--- src/rtl/mem_arbiter.sv ---
// mem_arbiter: round-robin arbiter from NUM_PORTS requesters onto one external memory bus.
// Ports: clk, rst (async active-low), port_* requester side, mem_addr/data_in/strobes/data_out/mem_ready bus side; optional MEM_ARBITER_TIMEOUT_EN.
module mem_arbiter #(
  parameter int WORD_SIZE      = 32,
  parameter int NUM_PORTS      = 2,
  parameter int TIMEOUT_CYCLES = 255
) (
  input  logic                           clk,
  input  logic                           rst,
  input  logic [NUM_PORTS-1:0]           port_req,
  input  logic [NUM_PORTS-1:0]           port_wr,
  input  logic [NUM_PORTS*32-1:0]        port_addr,
  input  logic [NUM_PORTS*WORD_SIZE-1:0] port_wdata,
  output logic [WORD_SIZE-1:0]           port_rdata,
  output logic [NUM_PORTS-1:0]           port_ack,
  output logic [NUM_PORTS-1:0]           port_stall,
  output logic [NUM_PORTS-1:0]           port_err,
  output logic [31:0]                    mem_addr,
  output logic [WORD_SIZE-1:0]           data_in,
  output logic                           en_ext_mem_re,
  output logic                           en_ext_mem_wr,
  input  logic [WORD_SIZE-1:0]           data_out,
  input  logic                           mem_ready
);

  localparam int GW = $clog2(NUM_PORTS);

  if (NUM_PORTS < 2 || NUM_PORTS > 8 ||
      TIMEOUT_CYCLES < 1 || TIMEOUT_CYCLES > 65535) begin : g_bad_param
    $error("mem_arbiter: parameter out of range");
  end

  typedef enum logic [1:0] {IDLE, BUSY, ACK} state_t;

  state_t                 state;
  logic [GW-1:0]          grant;
  logic [GW-1:0]          last_grant;
  logic [GW-1:0]          pick;
  logic [NUM_PORTS-1:0]   grant_oh;
  logic [2*NUM_PORTS-1:0] dbl;
  logic [NUM_PORTS-1:0]   rot;
  logic                   sel_wr;
  logic [31:0]            sel_addr;
  logic [WORD_SIZE-1:0]   sel_wdata;
  int                     off;
  int                     tmp;

  // Rotate requests so bit 0 is the port after last_grant,
  // then the lowest set bit is the round-robin winner.
  always_comb begin
    dbl = {port_req, port_req};
    rot = NUM_PORTS'(dbl >> (int'(last_grant) + 1));
    off = 0;
    for (int i = NUM_PORTS - 1; i >= 0; i--)
      if (rot[i]) off = i;
    tmp = int'(last_grant) + 1 + off;
    if (tmp >= NUM_PORTS) tmp = tmp - NUM_PORTS;
    pick = GW'(tmp);
  end

  always_comb begin
    sel_wr    = 1'b0;
    sel_addr  = '0;
    sel_wdata = '0;
    grant_oh  = '0;
    for (int i = 0; i < NUM_PORTS; i++) begin
      if (pick == GW'(i)) begin
        sel_wr    = port_wr[i];
        sel_addr  = port_addr[i*32 +: 32];
        sel_wdata = port_wdata[i*WORD_SIZE +: WORD_SIZE];
      end
      grant_oh[i] = (grant == GW'(i));
    end
  end

  assign port_stall = port_req & ~port_ack;

`ifdef MEM_ARBITER_TIMEOUT_EN
  logic [15:0] tcnt;
  logic        tout;
  assign tout = (tcnt + 16'd1) == 16'(TIMEOUT_CYCLES);
`endif

  always_ff @(posedge clk or negedge rst) begin
    if (!rst) begin
      state         <= IDLE;
      grant         <= '0;
      last_grant    <= GW'(NUM_PORTS - 1);
      port_rdata    <= '0;
      port_ack      <= '0;
      port_err      <= '0;
      mem_addr      <= '0;
      data_in       <= '0;
      en_ext_mem_re <= 1'b0;
      en_ext_mem_wr <= 1'b0;
`ifdef MEM_ARBITER_TIMEOUT_EN
      tcnt          <= '0;
`endif
    end else begin
      port_ack <= '0;
      port_err <= '0;
      unique case (state)
        IDLE: begin
          if (|port_req) begin
            grant         <= pick;
            mem_addr      <= sel_addr;
            data_in       <= sel_wdata;
            en_ext_mem_re <= ~sel_wr;
            en_ext_mem_wr <= sel_wr;
`ifdef MEM_ARBITER_TIMEOUT_EN
            tcnt          <= '0;
`endif
            state         <= BUSY;
          end
        end
        BUSY: begin
          // A ready on the timeout edge still counts as success.
          if (mem_ready) begin
            if (en_ext_mem_re) port_rdata <= data_out;
            port_ack      <= grant_oh;
            last_grant    <= grant;
            en_ext_mem_re <= 1'b0;
            en_ext_mem_wr <= 1'b0;
            state         <= ACK;
          end
`ifdef MEM_ARBITER_TIMEOUT_EN
          else if (tout) begin
            port_rdata    <= '0;
            port_ack      <= grant_oh;
            port_err      <= grant_oh;
            last_grant    <= grant;
            en_ext_mem_re <= 1'b0;
            en_ext_mem_wr <= 1'b0;
            state         <= ACK;
          end else begin
            tcnt <= tcnt + 16'd1;
          end
`endif
        end
        ACK:     state <= IDLE;
        default: state <= IDLE;
      endcase
    end
  end

endmodule

--- config.mk ---
export PLATFORM = sky130hd
export DESIGN_NAME = mem_arbiter
export DESIGN_NICKNAME = d
export VERILOG_FILES = /design/src/rtl/mem_arbiter.sv
export SDC_FILE = /design/constraint.sdc
export NUM_CORES = 1
export LEC_CHECK = 0
export ABC_AREA = 1
export CORE_MARGIN = 8
export CORE_UTILIZATION = 42
export CTS_CLUSTER_DIAMETER = 200
export CTS_CLUSTER_SIZE = 28
export DETAILED_ROUTE_END_ITERATION = 8
export PLACE_DENSITY_LB_ADDON = 0.05
export SETUP_SLACK_MARGIN = 0.3
export SLEW_MARGIN = 20
export SYNTH_ARGS = -nofsm -noshare
export SYNTH_HDL_FRONTEND = slang
export SYNTH_SLANG_ARGS = --single-unit
export TNS_END_PERCENT = 30
--- constraint.sdc ---
create_clock -name clk -period 2.1 [get_ports clk]
set_input_delay 0.315 -clock clk [delete_from_list [all_inputs] [get_ports clk]]
set_output_delay 0.315 -clock clk [all_outputs]
set_load 0.02 [all_outputs]
; ---- After elaboration in Yosys (flattened, before gate mapping)
; Cells that the tools add are included.
[word_totals]
register_bits = 104
inputBits = 167
output_inout_bits = 104
elab_cells = 45
[op_classes]
n_addsub = 3
magnitude_cmp = 1
n_eq_ne = 3
n_shift = 1
mux = 16
bitwise = 4
reduce_logical = 8
[ops]
columns = cell, n
row1 = 2-to-1 mux 32 bit, 2
row2 = right shift 4 x 32 -> 2 bit, 1
row3 = 2-to-1 mux 2 bit, 4
row4 = 2-to-1 mux 1 bit, 7
row5 = AND reduction 2 bit, 3
row6 = AND reduction 3 bit, 2
row7 = "!= test 2 bit, second input constant", 2
row8 = one-hot mux 1 bit (2 select lines), 2
row9 = one-hot mux 2 bit (2 select lines), 1
row10 = adder 2 x 1 -> 3 bit, 1
row11 = ">= comparator 3 x 2 -> 1 bit, second input constant", 1
row12 = "adder 1 x 1 -> 2 bit, second input constant", 1
row13 = AND 2 bit, 1
row14 = "equality test 2 x 1 -> 1 bit, second input constant", 1
row15 = zero test 2 bit, 1
row16 = inverter 1 bit, 2
row17 = inverter 2 bit, 1
row18 = nonzero test 2 bit, 1
row19 = OR reduction 2 bit, 1
row20 = "subtractor 1 bit, second input constant", 1

; ---- Logic depth before layout (Yosys ltp)
[logic_depth]
depth_word = 11
depth_mapped = 9
ltp_nobuf = 7

; ---- Worst setup path before layout
; OpenSTA, ideal clock, no wires.
[synth_timing]
path_type = register -> register
startpoint = register last_grant
endpoint = register data_in[10]
setup_ns = 0.117
arrival_ns = 1.135
required_time_ns = 1.983
path_slack_ns = 0.848
stages_incl_launch_ff = 10
n_path_buf = 2
synth_period_minus_slack_ns = 1.252
cell_sequence = dfstp_2 > inv_1 > nand2_2 > nand2_1 > buf_6 > buf_6 > nand2_1 > nand2_1 > nand2_1 > nand2_1
[synth_between]
elab_chain_len = 8
word_cells_on_any_way = 9
classes_between = add/sub: 3 / order compare: 1 / shift: 1 / mux: 4
[synth_rtl]
columns = item, line_no
row1 = start: declaration, 37  ; logic [GW-1:0] last_grant;
row2 = start signal: assignment, 88  ; last_grant <= GW'(NUM_PORTS - 1);
row3 = start signal: assignment, 121  ; last_grant <= grant;
row4 = adder 1 x 1 -> 2 bit *, "52, 56"
row5 = right shift 4 x 32 -> 2 bit, 52  ; rot = NUM_PORTS'(dbl >> (int'(last_grant) + 1));
row6 = 2-to-1 mux 1 bit (2 in series), 55  ; if (rot[i]) off = i;
row7 = adder 2 x 1 -> 3 bit *, 56  ; tmp = int'(last_grant) + 1 + off;
row8 = >= comparator 3 x 2 -> 1 bit / subtractor 1 bit (equally long branches), 57  ; if (tmp >= NUM_PORTS) tmp = tmp - NUM_PORTS;
row9 = 2-to-1 mux 1 bit *, 57
row10 = 2-to-1 mux 32 bit *, 67  ; if (pick == GW'(i)) begin
row11 = end signal: assignment, 107  ; data_in <= sel_wdata;
row12 = end: declaration, 19  ; output logic [WORD_SIZE-1:0] data_in,
; Every way passes the cells marked *; elsewhere a longest branch is shown, timed or not.
; A chain may end at the register's enable or synchronous reset.

; ---- Final worst setup path
[layout_timing]
startpoint = register data_in[1]
endpoint = output port data_in[1]
; No word-level cell between the ends.

==> results.yml <==
status:
  status: "completed"
yosys:
  synthXorXnorAreaFrac: 0
  seq_area_frac_synth: 0.521
  synth_compound_area_frac: 0.00551
  synth-edff-count: 0
  synth_ff_type: "dfrtp_1"
  synth_area_leaders: "dfrtp_1 (52%), nand2_1 (29%), nand3_1 (9.8%)"
  ys_async_sr_fraction: 1.00
  syn_area_sq_um: 5000
  ys.warnings.count: 0
  synth_top_area_frac: 0.516
  synth-seq-cells: 104
  syn_area_per_cell_sq_um: 7.48
  synth_fa_ha_area_frac: 0
  synth_area_leader_cell: "dfrtp_1"
  synth_top_family_by_area: "simple AND/OR/NAND/NOR gates"
  yosys.area_share.simple: 0.404
  synthCells: 668
  synth_cell_types: 17
  synth.mux.area_fraction: 0
die:
  num_rows: 40
  fp.dieH_microns: 125
  ios: 271
  die-area_sq_um: 15600
  dieWidth_microns: 125
  core_sq_um: 11800
  start_util: 0.423
worst_setup_path:
  setup.worst_path.class: "flop to output port"
  setup.worst_path.end_class: "output port"
  cpPeakStageDelay_ns: 0.63
  crit_required_ns: 1.78
  path_buf_inv: 1
  cp.arrival_ns: 1.34
  start_kind: "flop"
  r2r_cells: 4
  cp_slowest_cell: "clkdlybuf4s50_1"
  critPathTopFamily: "buffers and inverters"
  cp_cell_sequence: "clkdlybuf4s50_1"
  cp.depth: 1
  crit_fanout: 2
pwr:
  p_leak_nw: 4.08
  clockPowerShare: 0.147
  peakVddDrop_mv: 0.740
  cellPowerDensity_nw_per_um2: 1380
  power_w: 0.0111
  swShare: 0.417
  share_comb_of_total_power: 0.543
  p_seq_frac: 0.309
  switchingPower_w: 0.00464
  p_int_w: 0.00650
layout:
  layout_common_cells: "nand2_1 (390), clkdlybuf4s50_1 (265), dfrtp_1 (103)"
  layout_commonest_cell: "nand2_1"
  final_util: 0.683
  drive_above_1_share: 0.0435
  nFillCells: 1027
  diodes: 0
  nNetsFinal: 1082
  areaGrowthSynthToFinish_pct: 61.4
drt:
  drc: 0
  firstDrtPassIters: 5
  drt_iter0_drc: 380
  ant_nets: 0
  vias: 5152
  wire_per_inst_microns: 16.0
  vias_per_cell: 4.83
  routed_wl_microns: 17100
cts:
  h-tree-depth: 3
  cts_tree: "done"
  cts_made_buffers: 9
  insertion_delay_ns: 0.33
  clock-sinks: 104
  clkTransAtPathRegs_ns: 0.07
  cts_root_buffer: "clkbuf_16"
  cts_buffer_depth: 2
global_routing:
  grt_start_max_net_pins: 68
  antenna_found_initial: 0
  grt_pass1_vias: 5231
  grt.total_usage: 0.217
  grt_remaining_overflow: 0
  grt_pass1_wl_microns: 27500
timing:
  drv_slew: 0
  tns_ns: 0
  grt_setup_unrepaired: "false"
  fmax_mhz: 604
  maxSlewHeadroom: 0.614
  period_share: 0.789
  finClkSkew_ns: 0.00543
  hold_violations: 0
  worstMarginPinSlew_ns: 0.578
  final.min_clock_period_ns: 1.66
  finalSetupViolCount: 0
placed_design:
  gp_congestion: 0.813
  dp_hpwl_microns: 12700
  port_buffers: 268
hold_path:
  hold_depth: 1
  hold_class: "flop to flop"
run:
  drv_cap: 0
==> state kept, by name, indices dropped and copies added (netlist names) <==
name and cells:
port_rdata 32, en_ext_mem_wr 1, grant 1, port_ack 2, last_grant 1, en_ext_mem_re 1
mem_addr 32, state 2, data_in 32
==> cells in the mapped netlist (2+ instances only) <==
cell,n
nand2_1,391
dfrtp_1,103
nand3_1,98
buf_4,19
buf_2,14
clkbuf_1,8
nor2_1,8
buf_6,6
inv_1,6
nand2_2,5
inv_2,3
a21oi_1,2
==> metal layers <==
| metal | track usage | up-vias | wire length (microns) |
|---|---|---|---|
| li1 | - | 2563 | - |
| met1 | 0.253 | 2374 | 6910 |
| met2 | 0.369 | 201 | 8500 |
| met3 | 0.0833 | 14 | 1460 |
| met4 | 0.0516 | 0 | 223 |
| met5 | 0 | - | 0 |
==> power groups by stage <==
| stage | clock [W] | sequential [W] | combinational [W] |
|---|---|---|---|
| 3_3_place_gp | 0 | 0.00343 | 0.00603 |
| 2_1_floorplan | 0 | 0.00451 | 0.00220 |
| 6_report | 0.00164 | 0.00345 | 0.00605 |
| 4_1_cts | 0.00169 | 0.00344 | 0.00614 |
| 5_1_grt | 0.00177 | 0.00355 | 0.00661 |
| 3_5_place_dp | 0 | 0.00346 | 0.00611 |
==> worst reg2reg max path, stage by stage (launching register included) <==
cell,delay (ns)
dfrtp_1,0.36
buf_4,0.34
nand2_2,0.44
nand2_1,0.20
nand2_1,0.07
==> through the flow <==
step                      hold WS [ns]  setup WS [ns]  area, sq um  instances
after floorplan                 0.0194          0.848         5000        669
after global placement           0.291          0.161         7760       1050
after detailed placement         0.296          0.175         7760       1050
after CTS                        0.444          0.207         8060       1067
after global routing             0.473          0.375         8070       1067
final                            0.448          0.443         8070       1067
==> final cells by class <==
| type | count | area (sq um) | area share |
|---|---|---|---|
| clock buffer | 10 | 239 | 0.0296 |
| multi-input combinational | 509 | 2060 | 0.255 |
| timing repair buffer | 282 | 2890 | 0.358 |
| inverter | 9 | 33.8 | 0.00419 |
| sequential | 104 | 2600 | 0.323 |
| tap | 147 | 184 | 0.0228 |
| clock inverter | 6 | 58.8 | 0.00729 |
==> cell families after synthesis <==
| kind of cell | after synthesis |
|---|---|
| DFF | 104 |
| buffers and inverters | 56 |
| and+or+nand+nor | 502 |
| AOI/OAI and AO/OA | 5 |
| other | 1 |
==> what timing repair did <==
item,in CTS,in global routing
hold buffers,1,0
buffers inserted,0,0
resized for setup,1,1
endpoints found under the hold margin,30,0
cloned,0,0
setup endpoints to repair,2,1
==> path summary, 6_finish.rpt <==
path                       slack [ns]           from             end
min in group asynchronous        0.47            rst     data_in[18]
max in group asynchronous        1.05            rst  port_rdata[25]
hold reg to reg                  0.45          grant     port_ack[0]
hold / removal                   0.45          grant     port_ack[0]
setup / recovery                 0.44     data_in[1]      data_in[1]
setup reg to reg                 0.57  en_ext_mem_re  port_rdata[29]
Note: power is estimated with default switching activity, not from simulation.
